## config.mk

```make
export PLATFORM = sky130hd
export DESIGN_NAME = prime_uart_tx_flat
export DESIGN_NICKNAME = d
export VERILOG_FILES = /design/src/rtl/prime_uart_tx_if.sv /design/src/rtl/prime_uart_tx.sv /design/src/flat_wrapper.sv
export SDC_FILE = /design/constraint.sdc
export NUM_CORES = 1
export LEC_CHECK = 0
export CORE_ASPECT_RATIO = 0.8
export CORE_MARGIN = 2
export CORE_UTILIZATION = 30
export DETAILED_ROUTE_END_ITERATION = 12
export PLACE_DENSITY = 0.43
export SLEW_MARGIN = 5
export SYNTH_ARGS = -nofsm -noshare
export SYNTH_HDL_FRONTEND = slang
export SYNTH_SLANG_ARGS = --single-unit
```

## constraint.sdc

```tcl
create_clock -name clk -period 4.7 [get_ports clk]
set_input_delay 0.94 -clock clk [delete_from_list [all_inputs] [get_ports clk]]
set_output_delay 0.94 -clock clk [all_outputs]
set_load 0.02 [all_outputs]
```

## src/rtl/prime_uart_tx_if.sv

```systemverilog
// prime_uart_tx_if
//   Valid/ready handshake that carries one unsigned value to the UART printer.
//   Signals:
//     valid  producer has a value on data
//     data   W-bit unsigned value, sampled by the consumer only on accept
//     ready  consumer is idle and will accept on the next edge with valid high
//   Modports: master (producer side), slave (printer side).
interface prime_uart_tx_if #(
    parameter int W = 16
);
    logic         valid;
    logic [W-1:0] data;
    logic         ready;

    modport master (output valid, output data, input ready);
    modport slave  (input valid, input data, output ready);
endinterface

```

## src/rtl/prime_uart_tx.sv

```systemverilog
// prime_uart_tx
//   Takes one W-bit unsigned value per handshake, converts it to decimal by
//   repeated subtraction, and transmits the digits (leading zeros suppressed)
//   followed by CR LF as back-to-back UART frames.
//   Ports:
//     clk      clock
//     rst      synchronous reset, active-high
//     up_if    slave side of prime_uart_tx_if (valid, data in; ready out)
//     tx_o     UART line, idle high
//     busy_o   conversion or transmission in progress
//   Build option: define PRIME_UART_TX_PARITY_EN for 8E1 frames (even parity
//   bit between data bit 7 and stop); default is 8N1.
//
//   state  | meaning
//   -------+-----------------------------------------------------------
//   IDLE   | waiting for a value (ready high once out of reset)
//   CONV   | one compare/subtract per clk, digit idx_q, MSB digit first
//   SEND   | digit idx_q is the next character to load into the framer
//   CR     | CR is the next character to load
//   LF     | LF pending (lf_q=0) or on the line (lf_q=1)
module prime_uart_tx #(
    parameter int CLK_HZ = 12000000,
    parameter int BAUD   = 115200,
    parameter int W      = 16,
    parameter int DIGITS = 5
) (
    input  logic           clk,
    input  logic           rst,
    prime_uart_tx_if.slave up_if,
    output logic           tx_o,
    output logic           busy_o
);
    localparam int DIV = CLK_HZ / BAUD;
    localparam int DW  = $clog2(DIV);
    localparam int IW  = (DIGITS > 1) ? $clog2(DIGITS) : 1;
`ifdef PRIME_UART_TX_PARITY_EN
    localparam int FW  = 11;
`else
    localparam int FW  = 10;
`endif

    function automatic logic [DIGITS-1:0][63:0] pow_table();
        logic [DIGITS-1:0][63:0] t;
        logic [63:0]             p;
        p = 64'd1;
        for (int i = 0; i < DIGITS; i++) begin
            t[i] = p;
            p    = p * 64'd10;
        end
        return t;
    endfunction

    localparam logic [DIGITS-1:0][63:0] POW = pow_table();

    typedef enum logic [2:0] {S_IDLE, S_CONV, S_SEND, S_CR, S_LF} state_t;

    state_t                  state_q, state_d;
    logic [W-1:0]            rem_q, rem_d;
    logic [DIGITS-1:0][3:0]  bcd_q, bcd_d;
    logic [IW-1:0]           idx_q, idx_d;
    logic                    lf_q, lf_d;
    logic                    started_q;
    logic                    active_q, active_d;
    logic [FW-1:0]           shift_q, shift_d;
    logic [3:0]              bits_q, bits_d;
    logic [DW-1:0]           baud_q, baud_d;

    logic                    avail;
    logic                    take;
    logic                    frame_end;
    logic [7:0]              ch;
    logic [FW-1:0]           frame;
    logic [IW-1:0]           lead;

    assign up_if.ready = started_q && (state_q == S_IDLE);
    assign busy_o      = (state_q != S_IDLE);
    assign tx_o        = active_q ? shift_q[0] : 1'b1;

    // Highest non-zero digit; 0 when every digit is zero so "0" still prints.
    always_comb begin
        lead = '0;
        for (int i = 0; i < DIGITS; i++) begin
            if (bcd_q[i] != 4'd0) lead = IW'(i);
        end
    end

    // Next character offered to the framer.
    always_comb begin
        avail = 1'b0;
        ch    = 8'h00;
        case (state_q)
            S_SEND: begin
                avail = 1'b1;
                ch    = 8'h30 + {4'h0, bcd_q[idx_q]};
            end
            S_CR: begin
                avail = 1'b1;
                ch    = 8'h0D;
            end
            S_LF: begin
                avail = !lf_q;
                ch    = 8'h0A;
            end
            default: ;
        endcase
`ifdef PRIME_UART_TX_PARITY_EN
        frame = {1'b1, ^ch, ch, 1'b0};
`else
        frame = {1'b1, ch, 1'b0};
`endif
    end

    // Loading in the stop bit's last clk keeps characters back-to-back.
    assign frame_end = active_q && (baud_q == '0) && (bits_q == '0);
    assign take      = avail && (!active_q || frame_end);

    always_comb begin
        state_d = state_q;
        rem_d   = rem_q;
        bcd_d   = bcd_q;
        idx_d   = idx_q;
        lf_d    = lf_q;
        case (state_q)
            S_IDLE: begin
                if (up_if.valid && up_if.ready) begin
                    rem_d   = up_if.data;
                    bcd_d   = '0;
                    idx_d   = IW'(DIGITS - 1);
                    lf_d    = 1'b0;
                    state_d = S_CONV;
                end
            end
            S_CONV: begin
                if (64'(rem_q) >= POW[idx_q]) begin
                    rem_d        = rem_q - POW[idx_q][W-1:0];
                    bcd_d[idx_q] = bcd_q[idx_q] + 4'd1;
                end else if (idx_q == '0) begin
                    idx_d   = lead;
                    state_d = S_SEND;
                end else begin
                    idx_d = idx_q - 1'b1;
                end
            end
            S_SEND: begin
                if (take) begin
                    if (idx_q == '0) state_d = S_CR;
                    else             idx_d   = idx_q - 1'b1;
                end
            end
            S_CR: begin
                if (take) state_d = S_LF;
            end
            S_LF: begin
                if (take)                  lf_d    = 1'b1;
                else if (lf_q && frame_end) state_d = S_IDLE;
            end
            default: state_d = S_IDLE;
        endcase
    end

    // Framer: shift register, bit down-counter, baud down-counter.
    always_comb begin
        active_d = active_q;
        shift_d  = shift_q;
        bits_d   = bits_q;
        baud_d   = baud_q;
        if (take) begin
            shift_d  = frame;
            bits_d   = 4'(FW - 1);
            baud_d   = DW'(DIV - 1);
            active_d = 1'b1;
        end else if (active_q) begin
            if (baud_q == '0) begin
                if (bits_q == '0) begin
                    active_d = 1'b0;
                end else begin
                    shift_d = {1'b1, shift_q[FW-1:1]};
                    bits_d  = bits_q - 4'd1;
                    baud_d  = DW'(DIV - 1);
                end
            end else begin
                baud_d = baud_q - 1'b1;
            end
        end
    end

    always_ff @(posedge clk) begin
        if (rst) begin
            state_q   <= S_IDLE;
            rem_q     <= '0;
            bcd_q     <= '0;
            idx_q     <= '0;
            lf_q      <= 1'b0;
            started_q <= 1'b0;
            active_q  <= 1'b0;
            shift_q   <= '0;
            bits_q    <= '0;
            baud_q    <= '0;
        end else begin
            state_q   <= state_d;
            rem_q     <= rem_d;
            bcd_q     <= bcd_d;
            idx_q     <= idx_d;
            lf_q      <= lf_d;
            started_q <= 1'b1;
            active_q  <= active_d;
            shift_q   <= shift_d;
            bits_q    <= bits_d;
            baud_q    <= baud_d;
        end
    end
endmodule

```

## src/flat_wrapper.sv

```systemverilog
// flat-port wrapper written by rule: the top's interface ports become plain ports
module prime_uart_tx_flat 
#(
    parameter int CLK_HZ = 12000000,
    parameter int BAUD   = 115200,
    parameter int W      = 16,
    parameter int DIGITS = 5
)
  (clk, rst, tx_o, busy_o, up_if_valid, up_if_data, up_if_ready);
  prime_uart_tx_if #(.W(W)) up_if_i ();
  input  logic clk;
  input  logic rst;
  output logic tx_o;
  output logic busy_o;
  input wire logic [$bits(up_if_i.valid)-1:0] up_if_valid;
  input wire logic [$bits(up_if_i.data)-1:0] up_if_data;
  output wire logic [$bits(up_if_i.ready)-1:0] up_if_ready;
  assign up_if_i.valid = up_if_valid;
  assign up_if_i.data = up_if_data;
  assign up_if_ready = up_if_i.ready;
  prime_uart_tx #(.CLK_HZ(CLK_HZ), .BAUD(BAUD), .W(W), .DIGITS(DIGITS)) u_core (.clk(clk), .rst(rst), .up_if(up_if_i), .tx_o(tx_o), .busy_o(busy_o));
endmodule
```

==> flow_metrics.tcl <==
set metrics [dict create \
    outcome "completed" \
    groute.usage.overall_pct 14.4 \
    dr.max_layer_used "met4" \
    cts_made_buffers 9 \
    synthFlopType "dfxtp_1" \
    synth_adder_area_share_pct 5.65 \
    core_area_um2 14200 \
    async_flop_share_pct 0 \
    overflow 0 \
    synth_mux_area_share_pct 5.65 \
    yosysMostFrequentCell "nor2_1" \
    post-route-util_pct 34.9 \
    synth_compound_area_share_pct 23.4 \
    drc_errors 0 \
    crit_required_ps 4970 \
    grt_pass1_wl_um 18100 \
    cts_root_buffer "clkbuf_16" \
    drive_above_1_share_pct 12.1 \
    die-area_um2 15400 \
    yosysTopAreaCell "dfxtp_1" \
    hold_ws_ps 448 \
    leakagePower_uw 0.00176 \
    ys_seq_area_share_pct 34.1 \
    clk_path_buf_depth 2 \
    h-tree-depth 3 \
    fin_worst_skew_ps 5.98 \
    hp-class "register to register" \
    crit_path_end_kind "register" \
    path_clk_slew_ps 60 \
    initial_core_util_pct 30.6 \
    yosysUniqueCellTypes 72 \
    max_freq_ghz 0.320 \
    cts_tree "built" \
    wl_met2_um 4430 \
    fill_cells 1455 \
    period_needed_ps 3130 \
    finalNetCount 565 \
    vias_per_cell 5.05 \
    cts_setup_buffers 0 \
    clkLatencyLatePin_ps 340 \
    maxCapViolCount 0 \
    grt_pass1_vias 3465 \
    synth-seq-cells 74 \
    dieHeight_um 112 \
    worstPathArrival_ps 3400 \
    grt_max_degree 38 \
    drt_wl_total_um 10700 \
    antenna_found_initial 0 \
    maxSlewHeadroom_pct 45.5 \
    netlist_instances 516 \
    wl_met3_um 376 \
    path_class "register to register" \
    synth_top_area_share_pct 34.1 \
    maxSlewViolCount 0 \
    io_buffers 21 \
    finalCritPeriodShare_pct 66.5 \
    vdd_drop_max_v 0.000289 \
    powerDensity_nw_per_um2 719 \
    synth_top_family_by_area "compound AO/OA/AOI/OAI gates" \
    syn_nets 554 \
    syn-cell-area_um2 4340 \
    num_rows 39 \
    antenna_left 0 \
    critical_path.startpoint_type "register" \
    io_pins 22 \
    synth_commonest_cells "76 x nor2_1, 74 x dfxtp_1, 50 x nand2_1" \
    routedWlPerCell_um 14.9 \
    power.total_uw 3560 \
    timing.setup.tns_ps 0 \
    yosys.area_share.simple_pct 22.7 \
    setup_viol 0 \
    synth_edf_count 0 \
    dr.pass1.iters 4 \
    worst_pin_slew_ps 814 \
    stdcell_area_um2 4950 \
    path_max_fanout 12 \
    synth_xor_area_share_pct 2.62 \
    syn2layout_area_growth_pct 14.2 \
    dp_hpwl_um 7910 \
    hold_viol 0 \
    via_count 3613 \
    antenna_cells 0 \
    synth_area_leaders "dfxtp_1 34%, nor2_1 6.6%, ha_1 5.2%" \
    syn_area_per_cell_um2 8.41 \
    gp_congestion 0.775 \
    rsz0062_at_grt "false" \
    drt_iter0_drc 194 \
    wl_met1_um 5730 \
    hold_buffers 0 \
    cts_resized 0 \
    ys_warn_count 0 \
    placed_area_um2 4680 \
    clock_sinks 74 \
    die_w_um 138 \
]
## layout by cell type, fill, tap and decap left out, types with 5 or more instances in the layout
master           instances
nand2_1                 50
xnor2_1                  6
mux2_2                   7
nand3b_1                 5
a21oi_1                 38
clkbuf_16                9
ha_1                    18
nand3_1                 14
clkdlybuf4s50_1         20
nand2b_1                 6
o21ai_0                 17
a311oi_1                 7
dfxtp_1                 74
a22oi_1                  5
nor3_1                  15
a211oi_1                 7
buf_4                    7
nor2_1                  76
and3_1                   6
a211oi_2                 8
inv_1                   28
xor2_1                   7
## cells by family after synthesis
family,count (synthesis)
adder cells (fa/ha/maj),19
flip-flops,74
AND/OR/NAND/NOR,203
multiplexers,18
XOR/XNOR,13
buffers and inverters,57
AO/OA/AOI/OAI,132
## final cells by class
| cell class | instances | area (µm²) | share of cell area, % |
|---|---|---|---|
| multi-input combinational | 385 | 2600 | 52.6 |
| sequential | 74 | 1480 | 29.9 |
| clock buffer | 13 | 260 | 5.25 |
| timing repair buffer | 28 | 258 | 5.20 |
| tap | 184 | 230 | 4.65 |
| inverter | 29 | 109 | 2.20 |
| clock inverter | 2 | 12.5 | 0.253 |
## final timing paths
check             cells past startpoint                        endpoint                            from  slack [ps]
setup reg to reg                     10    u_core.bcd_q[0]$_SDFFE_PP0P_    u_core.rem_q[0]$_SDFFE_PP0P_        1570
hold reg to reg                       2  u_core.shift_q[9]$_SDFFE_PP0P_  u_core.shift_q[9]$_SDFFE_PP0P_         450
hold / removal                        2  u_core.shift_q[9]$_SDFFE_PP0P_  u_core.shift_q[9]$_SDFFE_PP0P_         450
setup / recovery                     10    u_core.bcd_q[0]$_SDFFE_PP0P_    u_core.rem_q[0]$_SDFFE_PP0P_        1570
## worst max-delay path, stage by stage, from the launching register on
cell,delay (ps)
dfxtp_1,330
inv_1,40
ha_1,200
fa_1,410
nand2b_1,160
a21oi_1,300
o21a_1,200
o211ai_2,330
a2111oi_4,610
mux2_2,380
nor2_1,90
## routing by layer
layer	vias to the layer above	track usage, %
li1	1862	-
met2	40	21.3
met3	9	3.44
met4	0	3.74
met5	-	0
met1	1702	21.2
## report_power, final
part,total (µW),internal (µW),switching (µW)
Sequential,931,778,153
Clock,640,383,257
Combinational,1990,836,1160
## through the flow
stage	std cells	setup slack [ps]
after floorplan	516	1990
after global placement	700	1550
after detailed placement	700	1550
after CTS	715	1560
after global routing	715	1340
final	715	1570
Note: power is estimated with default switching activity, not from simulation.
